--- config.mk ---
export PLATFORM = sky130hd
export DESIGN_NAME = jtframe_irq_wdog
export DESIGN_NICKNAME = d
export VERILOG_FILES = /design/src/rtl/jtframe_irq_wdog.sv
export SDC_FILE = /design/constraint.sdc
export NUM_CORES = 1
export LEC_CHECK = 0
export CAP_MARGIN = 20
export CORE_UTILIZATION = 47
export CTS_CLUSTER_SIZE = 20
export DETAILED_ROUTE_END_ITERATION = 10
export HOLD_SLACK_MARGIN = 0.06
export PLACE_DENSITY_LB_ADDON = 0.3
export SLEW_MARGIN = 20
export SYNTH_ARGS = -nofsm -noshare
export SYNTH_HDL_FRONTEND = slang
export SYNTH_SLANG_ARGS = --single-unit
--- constraint.sdc ---
create_clock -name clk -period 1.7 [get_ports clk]
set_input_delay 0.17 -clock clk [delete_from_list [all_inputs] [get_ports clk]]
set_output_delay 0.17 -clock clk [all_outputs]
set_load 0.05 [all_outputs]
--- src/rtl/jtframe_irq_wdog.sv ---
// jtframe_irq_wdog
// Interrupt merger and frame watchdog for multi-CPU arcade boards.
//
// Each of the CH interrupt channels watches a rising edge on sigedge. A
// channel runs in one of two modes:
//   latched - the line stays asserted until the CPU acknowledges it.
//   pulse   - the line stays asserted for 2^PW cen ticks.
// The watchdog counts rising edges of wdog_tick. When the count reaches
// wdog_limit, it pulls wdog_rst_n low for RSTLEN clk cycles.
//
// Ports
//   clk, rst_n    system clock, asynchronous active-low reset
//   cen           clock enable, used only for pulse-width counting
//   sigedge[CH]   interrupt sources, rising-edge sensitive
//   mask[CH]      1 lets new edges in (never clears a pending request)
//   mode[CH]      0 = latched until ack, 1 = timed pulse
//   ack[CH]       level acknowledge, sampled every clk
//   irq_n[CH]     active-low interrupt lines
//   lost[CH]      sticky: an edge arrived while the latched line was pending
//   wdog_tick     watchdog count source, rising-edge sensitive
//   wdog_clr      watchdog kick, level
//   wdog_limit    fire threshold, 0 disables the watchdog
//   wdog_cnt      current watchdog count
//   wdog_rst_n    active-low CPU reset, stretched to RSTLEN clk cycles
//   wdog_fired    sticky: the watchdog has fired since reset

module jtframe_irq_wdog #(
   parameter int CH     = 4,
   parameter int PW     = 4,
   parameter int WDW    = 8,
   parameter int RSTLEN = 16
) (
   input  logic           clk,
   input  logic           rst_n,
   input  logic           cen,
   input  logic [CH-1:0]  sigedge,
   input  logic [CH-1:0]  mask,
   input  logic [CH-1:0]  mode,
   input  logic [CH-1:0]  ack,
   output logic [CH-1:0]  irq_n,
   output logic [CH-1:0]  lost,
   input  logic           wdog_tick,
   input  logic           wdog_clr,
   input  logic [WDW-1:0] wdog_limit,
   output logic [WDW-1:0] wdog_cnt,
   output logic           wdog_rst_n,
   output logic           wdog_fired
);

   localparam int HW = $clog2(RSTLEN + 1);

   logic [CH-1:0] hist;
   logic [CH-1:0] pending;
   logic [CH-1:0] sig_edge;
   logic [PW-1:0] pcnt [CH];

   logic          tick_hist;
   logic          tick_edge;
   logic [HW-1:0] hold;
   logic          holding;
   logic          fire;

   // A masked channel ignores the edge completely. The history register
   // still follows the input, so unmasking while the input is high does
   // not create an event.
   always_comb begin
      sig_edge = sigedge & ~hist & mask;
   end

   // pending is a flop, so irq_n follows one clk after the edge cycle.
   assign irq_n = ~pending;

   // Per-channel request state. An edge always takes priority over ack,
   // so a new event in the acknowledge cycle is not lost. The pulse
   // counter only changes in pulse mode. If a channel switches modes,
   // it keeps its state and continues under the new rules.
   always_ff @(posedge clk or negedge rst_n) begin
      if (!rst_n) begin
         hist    <= '1;
         pending <= '0;
         lost    <= '0;
         for (int i = 0; i < CH; i++) begin
            pcnt[i] <= '0;
         end
      end else begin
         hist <= sigedge;
         for (int i = 0; i < CH; i++) begin
            if (!mode[i]) begin
               if (sig_edge[i]) begin
                  pending[i] <= 1'b1;
                  if (ack[i]) begin
                     lost[i] <= 1'b0;
                  end else if (pending[i]) begin
                     lost[i] <= 1'b1;
                  end
               end else if (ack[i]) begin
                  pending[i] <= 1'b0;
                  lost[i]    <= 1'b0;
               end
            end else begin
               if (sig_edge[i]) begin
                  pending[i] <= 1'b1;
                  pcnt[i]    <= '1;
               end else if (ack[i]) begin
                  pending[i] <= 1'b0;
               end else if (cen && pending[i]) begin
                  // One extra cen is spent at zero, so the line stays
                  // low for a full 2^PW ticks.
                  if (pcnt[i] == '0) begin
                     pending[i] <= 1'b0;
                  end else begin
                     pcnt[i] <= pcnt[i] - PW'(1);
                  end
               end
            end
         end
      end
   end

   // The watchdog cannot fire again while a reset hold is in progress.
   always_comb begin
      tick_edge = wdog_tick & ~tick_hist;
      holding   = (hold != '0);
      fire      = (wdog_limit != '0) && (wdog_cnt >= wdog_limit) && !holding;
   end

   // Watchdog counter and reset stretcher. hold counts down the remaining
   // low cycles. wdog_rst_n rises on the edge where hold goes from 1 to
   // 0, which gives exactly RSTLEN low cycles after the fire edge. Ticks
   // are ignored during the hold, and wdog_clr cannot shorten it.
   always_ff @(posedge clk or negedge rst_n) begin
      if (!rst_n) begin
         tick_hist  <= 1'b1;
         hold       <= '0;
         wdog_cnt   <= '0;
         wdog_rst_n <= 1'b0;
         wdog_fired <= 1'b0;
      end else begin
         tick_hist <= wdog_tick;
         if (fire) begin
            hold       <= HW'(RSTLEN);
            wdog_rst_n <= 1'b0;
            wdog_cnt   <= '0;
            wdog_fired <= 1'b1;
         end else if (holding) begin
            hold       <= hold - HW'(1);
            wdog_rst_n <= (hold == HW'(1));
            if (wdog_clr) begin
               wdog_cnt <= '0;
            end
         end else begin
            wdog_rst_n <= 1'b1;
            if (wdog_clr) begin
               wdog_cnt <= '0;
            end else if (tick_edge && (wdog_cnt != '1)) begin
               wdog_cnt <= wdog_cnt + WDW'(1);
            end
         end
      end
   end

endmodule
==> results of run 1 <==
[layout make-up]
| cell class | instances | area, um^2 | area share, % |
|---|---|---|---|
| tap | 67 | 83.8 | 2.41 |
| sequential | 44 | 1110 | 31.8 |
| clock inverter | 2 | 38.8 | 1.11 |
| timing repair buffer | 87 | 758 | 21.8 |
| clock buffer | 6 | 82.6 | 2.37 |
| multi-input combinational | 181 | 1270 | 36.4 |
| inverter | 38 | 143 | 4.09 |
[cell usage after synthesis]
cell type / number
ha_1: 15
buf_6: 1
or3_1: 4
nor4b_4: 1
a21oi_1: 13
and3b_1: 1
a2111o_1: 1
o22ai_1: 1
xor2_1: 9
inv_1: 38
nand2_1: 44
nand3b_1: 2
nand4b_2: 1
o32ai_1: 2
a41oi_1: 1
a31oi_1: 8
mux2i_1: 1
and2b_4: 1
o31ai_1: 6
nor4_1: 6
nand3_2: 1
and3_1: 1
nand4_1: 5
dfstp_2: 5
o21ai_1: 1
o211ai_1: 1
nor3_1: 6
o311a_1: 1
nand2b_1: 6
dfrtp_1: 39
nand2_2: 1
nor2b_1: 4
nand3_1: 6
clkbuf_1: 1
nor2_1: 12
o2111ai_1: 3
o21ai_0: 4
xnor2_1: 6
a211oi_1: 6
[report_power, final]
group | leakage, nW | switching (mW) | internal [mW]
clock network | 0.0614 | 0.373 | 0.481
logic | 1.04 | 0.584 | 0.581
registers | 0.509 | 0.166 | 1.26
total | 1.61 | 1.12 | 2.32
[state kept, by name, indices dropped and copies added, names as in the netlist]
signal / cells
wdog_fired: 1
tick_hist: 1
hist: 4
pending: 4
hold: 5
wdog_cnt: 8
wdog_rst_n: 1
lost: 4
pcnt: 16
[routing by layer]
layer	global-route usage (%)	part of all wire (%)
met1	28.9	43
met5	0	0
met4	7.26	1.2
met3	3.66	4.2
met2	40.1	51
[critical path, stage by stage, from the launching register on]
cell and delay [ps]:
dfrtp_2 420, inv_2 80, ha_4 190, nand2b_4 130
a2111o_1 370, buf_4 150, nand4b_4 100, buf_12 130
nand4_1 120, o31ai_2 100
[repair_timing]
action / 4_1_cts / 5_1_grt
gates resized for setup: 12 / 7
endpoints found under the setup margin: 11 / 14
hold buffers: 1 / 0
hold endpoints to repair: 39 / 0
setup buffers: 2 / 3
pin swaps: 4 / 3
cloned: 0 / 0
[cell families after synthesis]
logic type | count (synthesis) | share of synthesized area (%)
adder cells (fa/ha/maj) | 15 | 7.71
flip-flops | 44 | 45.5
XOR/XNOR | 15 | 5.40
buffers and inverters | 40 | 6.48
AND/OR/NAND/NOR | 102 | 21.4
AO/OA/AOI/OAI | 48 | 13.1
multiplexers | 1 | 0.411
[worst paths after layout]
path                       cells after the start  slack, ps          end
min in group asynchronous                      3        480  wdog_cnt[2]
max in group asynchronous                      3        810  wdog_cnt[1]
min                                            1        300      hist[2]
min reg2reg                                    1        480   wdog_fired
max reg2reg                                    9       -190  wdog_cnt[0]
max                                            9       -190  wdog_cnt[0]
[stage by stage]
step	power, mW	setup TNS [ps]	utilization (%)	hold WS [ps]
finish	3.45	-1460	71.9	297
detailed placement	2.52	-4530	66.4	281
floorplan	2.08	-3060	-	-126
global placement	2.49	-3970	66.4	280
global route	3.69	-2370	71.9	296
CTS	3.42	-1480	70.9	290
==> results.json, run 1 <==
{
  "core-area_um2": 4850,
  "die_h_um": 74.0,
  "cp.arrival_ps": 2090,
  "drive_above_1_share_pct": 24.3,
  "synth_warnings": 0,
  "grt_pass1_wl_mm": 9.54,
  "violations": "setup timing",
  "status": "complete, but fails checks",
  "ir_worst_vdd_v": 0.000427,
  "final_common_cell": "buf_4",
  "hold_class": "input port to register",
  "final_net_count": 401,
  "rsz0062_at_grt": "true",
  "dp_hpwl_mm": 4.04,
  "synth_nets": 309,
  "routed_wl_mm": 5.56,
  "fillers": 373,
  "crit_path_end_kind": "register",
  "clk_pin_slew_ps": 80,
  "avgViaCountPerCell": 5.28,
  "worst-setup-path-type": "register to register",
  "min_from": "sigedge[2]",
  "syn_area_per_cell_um2": 9.18,
  "powerDensity_nw_per_um2": 989,
  "avgRoutedWirePerCell_um": 13.1,
  "cts_tree": "done",
  "slew_headroom_pct": 62.8,
  "antenna_found_initial": 0,
  "cts-htree-levels": 2,
  "fin_worst_skew_ps": 3.31,
  "setup_viol": 11,
  "antenna_cells": 0,
  "critPathLaunchType": "register",
  "gp_congestion": 0.814,
  "io_buffer_count": 46,
  "startpoint": "wdog_cnt[0]",
  "worst_slack_ps": -193,
  "rows": 25,
  "grt_max_degree": 45,
  "dp_slack_ps": -433,
  "place_area_um2": 3220,
  "ant_nets": 0,
  "path_max_fanout": 6,
  "synth_cell_types": 39,
  "drt-pass1-iter-count": 5,
  "worstMarginPinSlew_ps": 558,
  "p_leak_nw": 1.61,
  "hold_viol": 0,
  "seq_area_frac_synth_pct": 45.5,
  "postSynthCellCount": 265,
  "cts_buffers": 5,
  "fin_crit_sh_pct": 111,
  "grt_use_total_pct": 22.9,
  "die_area_um2": 5470,
  "drc_errors": 0,
  "crit_required_ps": 1900,
  "grt_remaining_overflow": 0,
  "initial_core_util_pct": 50.2,
  "clock_latency_ps": 300,
  "max_clock_freq_mhz": 528,
  "syn_to_final_growth_pct": 43.2,
  "synth_top_area_share_pct": 40.1,
  "min_period_ps": 1890,
  "netlist_area_um2": 2430,
  "die_x_um": 74.0,
  "cts_max_path_buffers": 2,
  "synth_top_area_cell": "dfrtp_1",
  "cap_violations": 0,
  "yosys-top-cells-area": "dfrtp_1 40%, ha_1 7.7%, nand2_1 6.8%",
  "placedCellCount": 413,
  "r2r_start": "wdog_cnt[0]",
  "cts_root_buffer": "clkbuf_8",
  "fin_area_um2": 3480,
  "drt_iter0_drc": 154,
  "grt_pass1_vias": 2170,
  "maxSlewViolCount": 0,
  "final_cell_mix": "49 x buf_4, 44 x nand2_1, 37 x dfrtp_1, 36 x inv_1, 32 x clkdlybuf4s50_1",
  "clock-sinks": 44,
  "via_count": 2244,
  "num_io_pins": 47,
  "synth.ff_latch_count": 44,
  "instances_no_fill": 425
}
No activity file was read; power rests on OpenSTA's default activity.
==> inputs of run 2 (changes only) <==
- SKIP_LAST_GASP: default -> 1
==> run 2 against run 1 <==
  * The flow still finishes with violations (setup timing)
  * Clock power rose by 0.7%
  * Sequential share of layout area up 0.092 points
  * Critical path depth unchanged
  * Global-route usage fell by 0.087 points
  * Non-clock buffer count is 1 lower
  * Die area did not move
  * Hold slack worse by 3.3 ps
  * Critical endpoint unchanged
  * Largest power group unchanged
  * Highest routed layer unchanged
==> results.json, run 2 (same netlist as run 1, synthesis figures left out) <==
{
  "status": "complete, but fails checks",
  "violations": "setup timing",
  "crit_path_end_kind": "register",
  "setup.reg_to_reg.worst_slack_ps": -190,
  "maxSlewViolCount": 0,
  "p_leak_nw": 1.60,
  "die_area_um2": 5470,
  "slew_headroom_pct": 63.3,
  "cts-htree-levels": 2,
  "syn_to_final_growth_pct": 42.8,
  "antenna_found_initial": 0,
  "num_io_pins": 47,
  "powerDensity_nw_per_um2": 988,
  "final_common_cell": "buf_4",
  "regMostFlops": "pcnt",
  "hold_class": "input port to register",
  "drive_above_1_share_pct": 24.4,
  "ir_worst_vdd_v": 0.000419,
  "r2r_start": "wdog_cnt[0]",
  "min_period_ps": 1890,
  "fin_worst_skew_ps": 4.02,
  "drc_errors": 0,
  "startpoint": "wdog_cnt[0]",
  "path_max_fanout": 6,
  "timing.rr.end": "wdog_cnt[0]",
  "final_net_count": 400,
  "io_buffer_count": 46,
  "worst-setup-path-type": "register to register",
  "grt_max_degree": 45,
  "drt-pass1-iter-count": 4,
  "fillers": 376,
  "ant_nets": 0,
  "rsz0062_at_grt": "true",
  "cp.arrival_ps": 2090,
  "cts_buffers": 5,
  "worst_slack_ps": -188,
  "avgViaCountPerCell": 5.26,
  "max_clock_freq_mhz": 530,
  "hold_path_end": "hist[2]",
  "fin_crit_sh_pct": 111,
  "critPathLaunchType": "register",
  "die_h_um": 74.0,
  "utilization_pct": 71.7,
  "clock_latency_ps": 300,
  "dp_hpwl_mm": 4.04,
  "cts_tree": "done",
  "largest_reg_flops": 16,
  "gp_congestion": 0.814,
  "grt_pass1_wl_mm": 9.49,
  "fin_setup_tns_ps": -1480,
  "cts_root_buffer": "clkbuf_8",
  "regArea_um2": 1110,
  "antenna_cells": 0,
  "setup_viol": 11,
  "routed_wl_mm": 5.58,
  "timing.hold.ws_ps": 294,
  "holdPathStages": 1,
  "avgRoutedWirePerCell_um": 13.2,
  "min_from": "sigedge[2]",
  "crit_required_ps": 1900,
  "clk_pin_slew_ps": 90,
  "core-area_um2": 4850,
  "cts_max_path_buffers": 2,
  "clock-sinks": 44,
  "ff2ff_path_depth": 9,
  "via_count": 2232,
  "rows": 25,
  "grt_use_total_pct": 22.8,
  "cap_violations": 0,
  "grt_remaining_overflow": 0,
  "multiInputGateArea_um2": 1270,
  "final_cell_mix": "49 x buf_4, 44 x nand2_1, 37 x dfrtp_1, 35 x inv_1, 32 x clkdlybuf4s50_1",
  "reg_top3": "pcnt: 16 flops, wdog_cnt: 8 flops, hold: 5 flops",
  "drt_iter0_drc": 179,
  "fin_total_pwr_mw": 3.43,
  "initial_core_util_pct": 50.2,
  "hold_viol": 0,
  "worstMarginPinSlew_ps": 551,
  "die_x_um": 74.0,
  "grt_pass1_vias": 2162
}
## run 2: cell count changes in the layout (fill, tap and decap cells not counted)
cell and delta:
inv_2 +1, buf_6 -1, inv_1 -1, o2111ai_2 +1, o2111ai_1 -1, o31ai_2 -1
o31ai_1 +1
## run 2: area by class of cell
type	count	share of cell area, %
clock buffers	6	2.38
multi-input cells	181	36.6
clock inverters	2	1.12
repair buffers	86	21.5
well taps	67	2.41
inverters	38	4.11
flip-flops and latches	44	31.9
## run 2: report_power, final
group / switching (mW) / internal (mW)
clock: 0.379 / 0.481
sequential: 0.169 / 1.26
combinational: 0.579 / 0.564
## run 2: worst max-delay path, stage by stage, from the launching register on
cell and delay [ps]:
dfrtp_2 420, inv_2 80, ha_4 190, nand2b_4 130, a2111o_1 370, buf_4 150, nand4b_4 100, buf_12 130
nand4_1 120, o31ai_2 100
## run 2: what timing repair did
item | CTS | global route
pin swaps | 2 | 2
setup endpoints to repair | 11 | 14
hold buffers | 1 | 0
hold endpoints to repair | 39 | 0
resized for setup | 9 | 10
setup buffers | 2 | 2
## run 2: layer usage
| layer | routed length [um] | GRT usage, % |
|---|---|---|
| met3 | 232 | 3.66 |
| met1 | 2420 | 28.8 |
| met5 | 0 | 0 |
| met4 | 82 | 7.26 |
| met2 | 2850 | 39.9 |
## run 2: metrics by stage
step / worst slack [ps] / cells / cell area [um^2]
final: -188 / 424 / 3470
after detailed placement: -433 / 413 / 3220
after global placement: -370 / 413 / 3220
after global routing: -278 / 424 / 3470
after floorplan: -351 / 265 / 2440
after CTS: -168 / 424 / 3430
## run 2: worst max-delay path by stage
stage,cells past startpoint,end,slack [ps]
floorplan,7,wdog_cnt[6],-350
global placement,9,wdog_cnt[1],-370
detailed placement,8,wdog_cnt[0],-430
CTS,8,wdog_cnt[6],-170
global route,8,wdog_cnt[6],-280
finish,9,wdog_cnt[0],-190
